[src/rtl/sram_req_ctrl_if.sv]
// Request/response bundle between a requester and the SRAM request controller.
// Latency: none, wires only.
// Backpressure: valid/ready on both the request and the response channel.
interface sram_req_ctrl_if #(
    parameter int ADDR_W = 9,
    parameter int DATA_W = 32
);
    logic                  req_valid;
    logic                  req_ready;
    logic                  req_we;
    logic [ADDR_W-1:0]     req_addr;
    logic [DATA_W-1:0]     req_wdata;
    logic [DATA_W/8-1:0]   req_wmask;
    logic                  rsp_valid;
    logic                  rsp_ready;
    logic [DATA_W-1:0]     rsp_rdata;

    // Requester side.
    modport master (
        output req_valid, req_we, req_addr, req_wdata, req_wmask, rsp_ready,
        input  req_ready, rsp_valid, rsp_rdata
    );

    // Controller side.
    modport slave (
        input  req_valid, req_we, req_addr, req_wdata, req_wmask, rsp_ready,
        output req_ready, rsp_valid, rsp_rdata
    );
endinterface

[src/rtl/sram_req_ctrl.sv]
// Generic first-word-fall-through FIFO with occupancy count; output data is 0 when empty.
// Latency: a pushed word is visible at the output the cycle after the push.
// Backpressure: push is dropped when full unless a pop frees a slot in the same cycle.
module fifo #(
    parameter int WIDTH = 32,
    parameter int DEPTH = 3
) (
    input  logic                           clk,
    input  logic                           rst_n,
    input  logic                           push_vld,
    input  logic [WIDTH-1:0]               push_dat,
    input  logic                           pop_rdy,
    output logic                           pop_vld,
    output logic [WIDTH-1:0]               pop_dat,
    output logic [$clog2(DEPTH+1)-1:0]     count
);
    localparam int PTR_W = (DEPTH > 1) ? $clog2(DEPTH) : 1;
    localparam int CNT_W = $clog2(DEPTH + 1);

    logic [WIDTH-1:0] mem [DEPTH];
    logic [PTR_W-1:0] wr_ptr;
    logic [PTR_W-1:0] rd_ptr;
    logic             do_push;
    logic             do_pop;

    assign pop_vld = (count != '0);
    assign do_pop  = pop_rdy && pop_vld;
    assign do_push = push_vld && ((count != CNT_W'(DEPTH)) || do_pop);
    assign pop_dat = pop_vld ? mem[rd_ptr] : '0;

    // Storage needs no reset: the gated output hides stale entries.
    always_ff @(posedge clk) begin
        if (do_push) begin
            mem[wr_ptr] <= push_dat;
        end
    end

    // Pointers and occupancy; a simultaneous push and pop leaves count unchanged.
    always_ff @(posedge clk or negedge rst_n) begin
        if (!rst_n) begin
            wr_ptr <= '0;
            rd_ptr <= '0;
            count  <= '0;
        end else begin
            if (do_push) begin
                wr_ptr <= (wr_ptr == PTR_W'(DEPTH - 1)) ? '0 : wr_ptr + 1'b1;
            end
            if (do_pop) begin
                rd_ptr <= (rd_ptr == PTR_W'(DEPTH - 1)) ? '0 : rd_ptr + 1'b1;
            end
            case ({do_push, do_pop})
                2'b10:   count <= count + 1'b1;
                2'b01:   count <= count - 1'b1;
                default: count <= count;
            endcase
        end
    end
endmodule

// SRAM port-0 request controller: drives the macro combinationally on accept, returns reads in order.
// Latency: read accepted in cycle N has its data captured at end of N+1, response valid from N+2.
// Backpressure: 3 response credits (FIFO entries + read in flight); req_ready is registered-state only.
// Build option SRAM_REQ_CTRL_WR_ACK_EN: writes also return a zero-data response and use a credit.
module sram_req_ctrl #(
    parameter int ADDR_W = 9,
    parameter int DATA_W = 32
) (
    input  logic                 clk0,
    input  logic                 rst_n,
    sram_req_ctrl_if.slave       bus,
    output logic                 csb0,
    output logic                 web0,
    output logic [DATA_W/8-1:0]  wmask0,
    output logic [ADDR_W-1:0]    addr0,
    output logic [DATA_W-1:0]    din0,
    input  logic [DATA_W-1:0]    dout0
);
    localparam int DEPTH = 3;

    logic              ready_en_q;
    logic              inflight_q;
    logic              accept;
    logic              rsp_gen;
    logic [1:0]        fifo_count;
    logic [DATA_W-1:0] push_dat;

    // Credits are counted from flops only, so req_ready never depends on req_valid or rsp_ready.
    assign bus.req_ready = ready_en_q && (({1'b0, fifo_count} + {2'b00, inflight_q}) < 3'd3);
    assign accept        = bus.req_valid && bus.req_ready;

`ifdef SRAM_REQ_CTRL_WR_ACK_EN
    logic inflight_wr_q;

    assign rsp_gen  = 1'b1;
    assign push_dat = inflight_wr_q ? '0 : dout0;

    // Remember whether the in-flight entry is a write acknowledge (zero data).
    always_ff @(posedge clk0 or negedge rst_n) begin
        if (!rst_n) begin
            inflight_wr_q <= 1'b0;
        end else begin
            inflight_wr_q <= accept && bus.req_we;
        end
    end
`else
    assign rsp_gen  = !bus.req_we;
    assign push_dat = dout0;
`endif

    // Ready comes up one edge after reset release; inflight marks the macro access cycle.
    always_ff @(posedge clk0 or negedge rst_n) begin
        if (!rst_n) begin
            ready_en_q <= 1'b0;
            inflight_q <= 1'b0;
        end else begin
            ready_en_q <= 1'b1;
            inflight_q <= accept && rsp_gen;
        end
    end

    // Macro pins follow the request only in an accept cycle, otherwise idle values.
    always_comb begin
        csb0   = 1'b1;
        web0   = 1'b1;
        wmask0 = '0;
        addr0  = '0;
        din0   = '0;
        if (accept) begin
            csb0   = 1'b0;
            web0   = !bus.req_we;
            wmask0 = bus.req_wmask;
            addr0  = bus.req_addr;
            din0   = bus.req_wdata;
        end
    end

    fifo #(
        .WIDTH (DATA_W),
        .DEPTH (DEPTH)
    ) u_rsp_fifo (
        .clk      (clk0),
        .rst_n    (rst_n),
        .push_vld (inflight_q),
        .push_dat (push_dat),
        .pop_rdy  (bus.rsp_ready),
        .pop_vld  (bus.rsp_valid),
        .pop_dat  (bus.rsp_rdata),
        .count    (fifo_count)
    );
endmodule

[src/flat_wrapper.sv]
// flat-port wrapper written by rule: the top's interface ports become plain ports
module sram_req_ctrl_flat 
#(
    parameter int ADDR_W = 9,
    parameter int DATA_W = 32
)
  (clk0, rst_n, csb0, web0, wmask0, addr0, din0, dout0, bus_req_valid, bus_req_we, bus_req_addr, bus_req_wdata, bus_req_wmask, bus_rsp_ready, bus_req_ready, bus_rsp_valid, bus_rsp_rdata);
  sram_req_ctrl_if #(.ADDR_W(ADDR_W), .DATA_W(DATA_W)) bus_i ();
  input  logic clk0;
  input  logic rst_n;
  output logic csb0;
  output logic web0;
  output logic [DATA_W/8-1:0] wmask0;
  output logic [ADDR_W-1:0] addr0;
  output logic [DATA_W-1:0] din0;
  input  logic [DATA_W-1:0] dout0;
  input wire logic [$bits(bus_i.req_valid)-1:0] bus_req_valid;
  input wire logic [$bits(bus_i.req_we)-1:0] bus_req_we;
  input wire logic [$bits(bus_i.req_addr)-1:0] bus_req_addr;
  input wire logic [$bits(bus_i.req_wdata)-1:0] bus_req_wdata;
  input wire logic [$bits(bus_i.req_wmask)-1:0] bus_req_wmask;
  input wire logic [$bits(bus_i.rsp_ready)-1:0] bus_rsp_ready;
  output wire logic [$bits(bus_i.req_ready)-1:0] bus_req_ready;
  output wire logic [$bits(bus_i.rsp_valid)-1:0] bus_rsp_valid;
  output wire logic [$bits(bus_i.rsp_rdata)-1:0] bus_rsp_rdata;
  assign bus_i.req_valid = bus_req_valid;
  assign bus_i.req_we = bus_req_we;
  assign bus_i.req_addr = bus_req_addr;
  assign bus_i.req_wdata = bus_req_wdata;
  assign bus_i.req_wmask = bus_req_wmask;
  assign bus_i.rsp_ready = bus_rsp_ready;
  assign bus_req_ready = bus_i.req_ready;
  assign bus_rsp_valid = bus_i.rsp_valid;
  assign bus_rsp_rdata = bus_i.rsp_rdata;
  sram_req_ctrl #(.ADDR_W(ADDR_W), .DATA_W(DATA_W)) u_core (.clk0(clk0), .rst_n(rst_n), .bus(bus_i), .csb0(csb0), .web0(web0), .wmask0(wmask0), .addr0(addr0), .din0(din0), .dout0(dout0));
endmodule
[config.mk]
export PLATFORM = sky130hd
export DESIGN_NAME = sram_req_ctrl_flat
export DESIGN_NICKNAME = d
export VERILOG_FILES = /design/src/rtl/sram_req_ctrl_if.sv /design/src/rtl/sram_req_ctrl.sv /design/src/flat_wrapper.sv
export SDC_FILE = /design/constraint.sdc
export NUM_CORES = 1
export LEC_CHECK = 0
export CAP_MARGIN = 20
export CORE_MARGIN = 2
export CORE_UTILIZATION = 45
export CTS_CLUSTER_DIAMETER = 80
export CTS_CLUSTER_SIZE = 25
export DETAILED_ROUTE_END_ITERATION = 16
export GPL_TIMING_DRIVEN = 0
export PLACE_DENSITY = 0.8
export SYNTH_ARGS = -nofsm -noshare
export SYNTH_HDL_FRONTEND = slang
export SYNTH_SLANG_ARGS = --single-unit
[constraint.sdc]
create_clock -name clk0 -period 4.59 [get_ports clk0]
set_input_delay 0.918 -clock clk0 [delete_from_list [all_inputs] [get_ports clk0]]
set_output_delay 0.918 -clock clk0 [all_outputs]
set_load 0.05 [all_outputs]
[Word-level counts from Yosys, hierarchy flattened]
Memory sizes are Yosys's and may differ from the RTL's.
Index checks and enable logic that the tools add are counted.
Operators by class
  mux-type cells: 11
  reduce and logical (&&, ||, !) cells: 9
  equality and inequality tests: 5
  add/sub/neg operators: 5
  $lt $le $gt $ge: 1
Operator list (number)
  2-to-1 mux 32 bit: 2
  2-to-1 mux 9 bit: 1
  adder 2 x 1 -> 2 bit, second input constant: 3
  equality test 2 bit, second input constant: 3
  logical AND 1 bit: 5
  2-to-1 mux 1 bit: 4
  2-to-1 mux 2 bit: 2
  2-to-1 mux 4 bit: 1
  case mux 2 bit (2 select lines): 1
  nonzero test 2 bit: 2
  adder 2 x 1 -> 3 bit: 1
  < comparator 3 x 2 -> 1 bit, second input constant: 1
  equality test 2 x 1 -> 1 bit, second input constant: 1
  != test 2 bit, second input constant: 1
  subtractor 2 x 1 -> 2 bit, second input constant: 1
  logical NOT 1 bit: 1
  logical OR 1 bit: 1
Word-level totals
  memories: 1
  word-level logic and storage cells: 37
  output and inout bits: 81
  input port bits: 82
  register bits after elaboration: 8
  memory bits (writable): 96
Memories
  u_core.u_rsp_fifo.mem: depth 3, width 32, read ports 1, clocked after memory_dff 0, wr ports 1, line sram_req_ctrl.sv:20  | logic [WIDTH-1:0] mem [DEPTH];

[Logic depth before layout (Yosys ltp)]
Gate-level depths: netlist of run 1.
  depth after elaboration: 6
  gate-level depth with buffers: 7
  gate-level depth less buffers: 6

[Modules after synthesis]
A second synthesis of run 1 with hierarchy kept.
Unflattened totals
  cell total of the unflattened synthesis: 354
  area, all modules: 4863.4 µm²
By module, submodules not included
  fifo: times used 1, seq. area each 3032.9 µm², area an instance 4214.0 µm², cells an instance 237
  sram_req_ctrl: times used 1, seq. area each 50.0 µm², area an instance 649.4 µm², cells an instance 117

[Worst setup path after synthesis of run 1]
No wires, ideal clock.
  kind: input to register
  start: in bus_rsp_ready
  end: mem u_core.u_rsp_fifo.mem[2][0], enable pin
  slack: 0.719 ns
  required time: 4.122 ns
  path buffers: 0
  arrival: 3.403 ns
  stages: 2
  path through: o21ai_2 nor3b_1
On the way
  cells in the longest elaborated chain, start to end: 5
RTL lines
  start: declaration: line flat_wrapper.sv:22  | input wire logic [$bits(bus_i.rsp_ready)-1:0] bus_rsp_ready;
  logical AND 1 bit: line sram_req_ctrl.sv:27  | assign do_pop = pop_rdy && pop_vld;
  logical OR 1 bit: line sram_req_ctrl.sv:28  | assign do_push = push_vld && ((count != CNT_W'(DEPTH)) || do_pop);
  logical AND 1 bit: line sram_req_ctrl.sv:28
  2-to-1 mux 1 bit: line sram_req_ctrl.sv:33  | if (do_push) begin
  2-to-1 mux 1 bit (not written as such): line sram_req_ctrl.sv:34  | mem[wr_ptr] <= push_dat;
  end: declaration: line sram_req_ctrl.sv:20
No other way between the ends.

[Worst setup path after layout of run 1]
  start: reg u_core.u_rsp_fifo.count[0]
  end: out din0[13]
On the way
  cells in the longest elaborated chain, start to end: 5
RTL lines
  start: declaration: line sram_req_ctrl.sv:15  | output logic [$clog2(DEPTH+1)-1:0] count
  start signal: assignment: line sram_req_ctrl.sv:52  | 2'b10: count <= count + 1'b1;
  start signal: assignment: line sram_req_ctrl.sv:53  | 2'b01: count <= count - 1'b1;
  start signal: assignment: line sram_req_ctrl.sv:54  | default: count <= count;
  adder 2 x 1 -> 3 bit: line sram_req_ctrl.sv:88  | assign bus.req_ready = ready_en_q && (({1'b0, fifo_count} + {2'b00, inflight_q}) < 3'd3);
  < comparator 3 x 2 -> 1 bit: line sram_req_ctrl.sv:88
  logical AND 1 bit: line sram_req_ctrl.sv:88
  logical AND 1 bit: line sram_req_ctrl.sv:89  | assign accept = bus.req_valid && bus.req_ready;
  2-to-1 mux 32 bit: line sram_req_ctrl.sv:128  | if (accept) begin
  end: declaration: line flat_wrapper.sv:15  | output logic [DATA_W-1:0] din0;
No other way between the ends.

==> results of run 1 <==
cell families (layout without fill, tap and decap cells):
family	after synthesis	in the layout
other	1	1
AO/OA/AOI/OAI	9	9
multiplexers	66	66
AND/OR/NAND/NOR	98	98
buffers and inverters	19	204
adder cells (fa/ha/maj)	2	2
flip-flops	104	104
cells in the mapped netlist:
cell type	n
buf_8	1
clkbuf_1	2
mux2i_1	32
buf_4	3
and3b_1	1
nor3b_1	1
mux2_2	7
and3_1	1
dfrtp_1	8
nand3b_1	1
nand2b_1	1
nor2_1	37
inv_1	3
clkbuf_2	3
buf_2	4
nand2_1	5
and2_1	45
o211a_1	1
nor3_1	2
o21bai_1	1
ha_1	2
a21oi_1	1
conb_1	1
o21ai_2	1
nor2b_1	3
edfxtp_1	96
buf_6	1
and4b_1	1
buf_12	2
a21o_1	1
mux2_4	27
o21ai_0	4
placed cells by master, fill, tap and decap left out, types with 2 or more instances in the layout:
cell type | netlist | routed
clkdlybuf4s50_1 | 0 | 162
edfxtp_1 | 96 | 96
and2_1 | 45 | 45
nor2_1 | 37 | 37
mux2i_1 | 32 | 32
mux2_4 | 27 | 27
clkbuf_8 | 0 | 9
dfrtp_1 | 8 | 8
mux2_2 | 7 | 7
buf_6 | 1 | 6
nand2_1 | 5 | 5
buf_2 | 4 | 4
o21ai_0 | 4 | 4
clkbuf_1 | 2 | 3
inv_1 | 3 | 3
clkbuf_2 | 3 | 3
buf_4 | 3 | 3
inv_6 | 0 | 3
buf_8 | 1 | 2
buf_12 | 2 | 2
nor2b_1 | 3 | 2
ha_1 | 2 | 2
critical path, stage by stage, from the launching register on:
cell and delay, ns:
dfrtp_1 0.48, ha_1 0.24, ha_1 0.26, nand2_1 0.07, and4b_1 0.21, buf_2 0.20, clkbuf_2 0.20, and2_1 0.17
clkdlybuf4s50_1 0.80
path summary, 6_finish.rpt:
path,start,cells past startpoint,end
hold / removal,u_core.u_rsp_fifo.wr_ptr[1],1,u_core.u_rsp_fifo.wr_ptr[1]
min in group asynchronous,rst_n,1,u_core.inflight_q
setup reg to reg,u_core.u_rsp_fifo.count[0],5,u_core.u_rsp_fifo.mem[2][7]
hold reg to reg,u_core.u_rsp_fifo.wr_ptr[1],1,u_core.u_rsp_fifo.wr_ptr[1]
setup / recovery,u_core.u_rsp_fifo.count[0],8,din0[13]
max in group asynchronous,rst_n,1,u_core.u_rsp_fifo.wr_ptr[1]
final cells by class:
class,count,area [um2]
fillers,734,3420
flip-flops and latches,104,3080
repair buffers,169,1720
multi-input cells,176,1420
well taps,136,170
plain buffers,16,131
clock buffers,10,128
clock inverters,6,48.8
inverters,3,11.3
sequential cells by signal, indices dropped and copies added (netlist names):
signal / flops
u_core.u_rsp_fifo.wr_ptr: 2
u_core.u_rsp_fifo.mem: 96
u_core.inflight_q: 1
u_core.u_rsp_fifo.rd_ptr: 2
u_core.ready_en_q: 1
u_core.u_rsp_fifo.count: 2
layer usage:
metal	track usage, %	vias up	wire length [um]
met1	19.7	1435	3740
met5	0	-	0
li1	-	1431	-
met3	5.50	8	836
met4	4.48	0	79
met2	33.9	127	5380
metrics by stage:
step           hold slack, ns  cell area, um2  power (mW)  setup slack [ns]  setup TNS (ns)
5_1_grt                 0.643            6720        3.11             0.519               0
6_report                0.616            6720        2.98             0.687               0
3_5_place_dp            0.598            6540        2.50             0.708               0
4_1_cts                 0.620            6720        3.01             0.653               0
3_3_place_gp            0.548            6420        2.47             -1.56          -90.00
2_1_floorplan           0.541            4630        2.09             0.719               0
power by group through the flow:
stage | combinational (mW) | clock (mW) | sequential [mW]
after detailed placement | 1.34 | 0 | 1.16
after global routing | 1.40 | 0.569 | 1.14
final | 1.33 | 0.517 | 1.14
after floorplan | 0.934 | 0 | 1.15
after global placement | 1.31 | 0 | 1.16
after CTS | 1.34 | 0.529 | 1.14
==> out/results.tsv, run 1 <==
metric	value	unit
status	finished, final reports clean	
yosys-top-cells-area	edfxtp_1 62%, mux2_4 8.8%, mux2i_1 6.9%, and2_1 6.1%, dfrtp_1 4.3%	
cts_tree	done	
skew	0.00671	ns
netlist_area	4630	um2
synth_seq_cells	104	
rows	37	
netlist_instances	299	
criticalPathCategory	register to output pin	
start_kind	register	
final.min_clock_period	3.90	ns
final-setup-viol-count	0	
wl_per_cell	16.2	um
die_h	105	um
synth_fa_ha_area_share	0.540	%
cts_root_buf	clkbuf_8	
p_sw_share	36.6	%
fin_cells	620	
yosys-mux-area-fraction	17.4	%
utilization	66.2	%
post-cts-setup-buffers	0	
cts_hold_buf	0	
maxSlewViolCount	0	
r2r_setup_slack	2.53	ns
cts.sinks	104	
routed_wl	10.0	mm
dieArea	11100	um2
yosys_warnings	0	
dp.cells	604	
critPathRequiredTime	3.67	ns
arrival	2.98	ns
grt_usage	18.0	%
postRouteAntennaNets	0	
dr.pass1.iters	4	
ctsResizeCount	0	
layout-drive-gt1-share	15.1	%
drc	0	
avgViaCountPerCell	4.84	
ys_types	32	
p_sw	1.09	mW
synth_xor_area_share	0	%
antenna_cells	0	
synth_area_leader_cell	edfxtp_1	
first_global_vias	3028	
p_leak	2.45	nW
dr.first_iter.drc_count	200	
cts_buffers	9	
antenna_found_initial	0	
syn_nets	383	
port_buffers	162	
synth_top_area_share	62.2	%
p_int	1.89	mW
hpwlAfterDp	7.43	mm
ys_seq_area_share	66.6	%
ctsHtreeMaxLevel	3	
drv_cap	0	
clk_pin_slew	0.09	ns
rsz0062_at_grt	false	
grt_pass1_wl	15.4	mm
initial_core_util	45.7	%
ir_worst_vdd	0.000343	V
final_nets	563	
path_max_fanout	10	
place.gp.congestion	0.683	
synth_top_family_by_area	multiplexers	
powerDensity	444	nW/um2
core_area	10100	um2
slew_headroom	50.6	%
pin_count	163	
clkPwrFrac	17.3	%
hold_viol	0	
clk-insertion-delay-late	0.35	ns
syn_area_per_cell	15.5	um2
grt_max_degree	19	
clockBufferDepth	2	
p_seq_share	38.2	%
yosys.area_share.simple	11.1	%
max_freq	0.256	GHz
grt_overflow	0	
period_share	85.0	%
vias	3001	
hold_path_class	register to register	
end_kind	output pin	
fp.dieW	105	um
tightest_slew	0.737	ns
comb_power_share	44.5	%
syn_to_final_growth	45.0	%
synth-compound-area-share	1.27	%
(Power assumes the default switching activity.)
==> inputs of run 2 (changes only) <==
--- a/config.mk
+++ b/config.mk
@@ -14,2 +14,3 @@
 export GPL_TIMING_DRIVEN = 0
+export HOLD_SLACK_MARGIN = 0.15
 export PLACE_DENSITY = 0.8
==> constraint.sdc (replaced) <==
create_clock -name clk0 -period 4.59 [get_ports clk0]
set_input_delay 0.459 -clock clk0 [delete_from_list [all_inputs] [get_ports clk0]]
set_output_delay 0.459 -clock clk0 [all_outputs]
set_load 0.05 [all_outputs]
==> results of run 2 <==
The final DEF is identical to that of run 1. Status: finished, final reports clean.
Among the figures that moved: setup slack after placement 0.708 ns -> 1.51 ns; setup slack after layout 0.687 ns -> 1.15 ns; hold slack 0.616 ns -> 0.387 ns
==> inputs of run 3 (changes only) <==
CORE_UTILIZATION = 41   (was 45)
PLACE_DENSITY = 0.77   (was 0.8)
clock period = 2.75 ns   (was 4.59 ns; I/O delays follow)
==> run 3 against run 2 <==
Compared with the run above: clock power up 140%; cell count up 0.32%; wire length rose by 4.8%; sequential power is 68% higher; critical path depth unchanged; critical endpoint is now wmask0[2]; highest routed layer unchanged.
==> out/results.tsv, run 3 (synthesis results as in run 1) <==
metric	value	unit	change
tightest_slew	0.564	ns	-0.173 ns
grt_usage	17.3	%	-0.71 points
status	finished, final reports clean		
cts_buffers	9		unchanged
nFillCells	866		+18%
criticalPathCategory	register to output pin		
p_leak	2.57	nW	+4.9%
final_nets	561		-0.36%
dr.first_iter.drc_count	95		-53%
first_global_vias	3095		+2.2%
period_share	94.3	%	
largest_register	u_core.u_rsp_fifo.mem		
holdWs	0.219	ns	
hold_viol	0		unchanged
largest_reg_flops	96		unchanged
cts_tree	done		
grt_overflow	0		unchanged
arrival	2.32	ns	-0.66 ns
layout_common_cells	115 x clkdlybuf4s50_1, 96 x edfxtp_1, 45 x and2_1, 36 x nor2_1, 32 x mux2i_1		
postRouteAntennaNets	0		unchanged
final-setup-viol-count	0		unchanged
wl_per_cell	16.9	um	+4.4%
initial_core_util	42.4	%	-3.3 points
multi_input_area	1440	um2	+1.1%
clk-insertion-delay-late	0.34	ns	about the same
place.gp.congestion	0.692		+1.2%
die_h	110	um	+4.6%
placed_cell_area	6570	um2	+0.48%
cts.sinks	104		unchanged
core_area	10900	um2	+7.9%
clockBufferDepth	2		unchanged
layout-drive-gt1-share	25.2	%	+10 points
critPathRequiredTime	2.48	ns	
drc	0		unchanged
rows	38		+2.7%
cts_hold_buf	0		unchanged
final.min_clock_period	2.59	ns	
hold_path_class	primary input to asynchronous set/reset pin		
drv_cap	0		unchanged
port_buffers	162		unchanged
dieArea	12200	um2	+9.4%
dr.pass1.iters	4		unchanged
pin_count	163		unchanged
ir_worst_vdd	0.000564	V	+64%
design_area	6760	um2	+0.63%
final_common_cell	clkdlybuf4s50_1		
post-cts-setup-buffers	0		unchanged
maxSlewViolCount	0		unchanged
syn_to_final_growth	45.9	%	
antenna_found_initial	1		+1
grt_max_degree	21		+2
vias	2982		-0.63%
slew_headroom	62.4	%	+12 points
rsz0062_at_grt	true		
path_max_fanout	10		unchanged
grt_pass1_wl	15.5	mm	+0.14%
cts_root_buf	clkbuf_16		
routed_wl	10.5	mm	+4.8%
ctsHtreeMaxLevel	3		unchanged
powerDensity	796	nW/um2	+79%
skew	0.00816	ns	+0.00145 ns
fp.dieW	110	um	+4.6%
seq_area	3080	um2	about the same
end_kind	output pin		
max_freq	0.386	GHz	
hpwlAfterDp	7.61	mm	+2.3%
avgViaCountPerCell	4.79		-0.95%
start_kind	register		
clk_pin_slew	0.07	ns	-0.02 ns
fin_setup_tns	0	ns	unchanged
==> run 3: routing by layer <==
metal	wire, um	track usage, %
met1	3800	17.9
met2	5580	33.5
met3	1020	4.12
met4	125	6.61
met5	0	0
==> run 3: layout make-up <==
cell class | instances | share of cell area (%)
clock buffers | 9 | 3.33
diodes | 1 | 0.0370
flip-flops and latches | 104 | 45.6
inverters | 3 | 0.167
clock inverters | 6 | 1.00
well taps | 140 | 2.59
repair buffers | 167 | 23.9
multi-input cells | 176 | 21.3
plain buffers | 16 | 2.05
==> run 3: critical path, stage by stage (launching register included) <==
cell and delay, ns:
dfrtp_2 0.46, ha_1 0.22, ha_1 0.27, nand2_1 0.07, and4b_1 0.21, buf_2 0.18
clkbuf_4 0.20, and2_1 0.13, clkbuf_4 0.24
==> run 3: report_power, final <==
group	total, mW	internal [mW]	switching, mW
combinational	2.22	0.962	1.26
sequential	1.91	1.85	0.0637
clock	1.25	0.705	0.541
==> run 3: per-stage QoR <==
stage               util [%]  power (mW)  instances  setup WS [ns]
floorplan                  -        3.49        299          0.239
CTS                     61.4        5.43        621         0.0127
global route            61.8        5.63        622       -0.00376
finish                  61.8        5.38        622          0.158
detailed placement      60.1        4.19        606         -0.186
global placement        58.9        4.12        601          -1.19
==> run 3: worst paths after layout <==
kind | startpoint | end | slack [ns] | cells past startpoint
max in group asynchronous | rst_n | u_core.u_rsp_fifo.count[0] | 2.24 | 1
min in group clk0 | bus_req_we | u_core.inflight_q | 0.51 | 2
setup reg to reg | u_core.u_rsp_fifo.count[1] | u_core.u_rsp_fifo.mem[2][24] | 0.98 | 4
hold / removal | rst_n | u_core.u_rsp_fifo.wr_ptr[1] | 0.22 | 1
setup / recovery | u_core.u_rsp_fifo.count[0] | wmask0[2] | 0.16 | 8
hold reg to reg | u_core.u_rsp_fifo.count[0] | u_core.u_rsp_fifo.count[1] | 0.64 | 2
==> run 3: timing repair <==
| action | 4_1_cts | 5_1_grt |
|---|---|---|
| hold endpoints to repair | 0 | 0 |
| setup endpoints to repair | 57 | 77 |
| resized for setup | 185 | 68 |
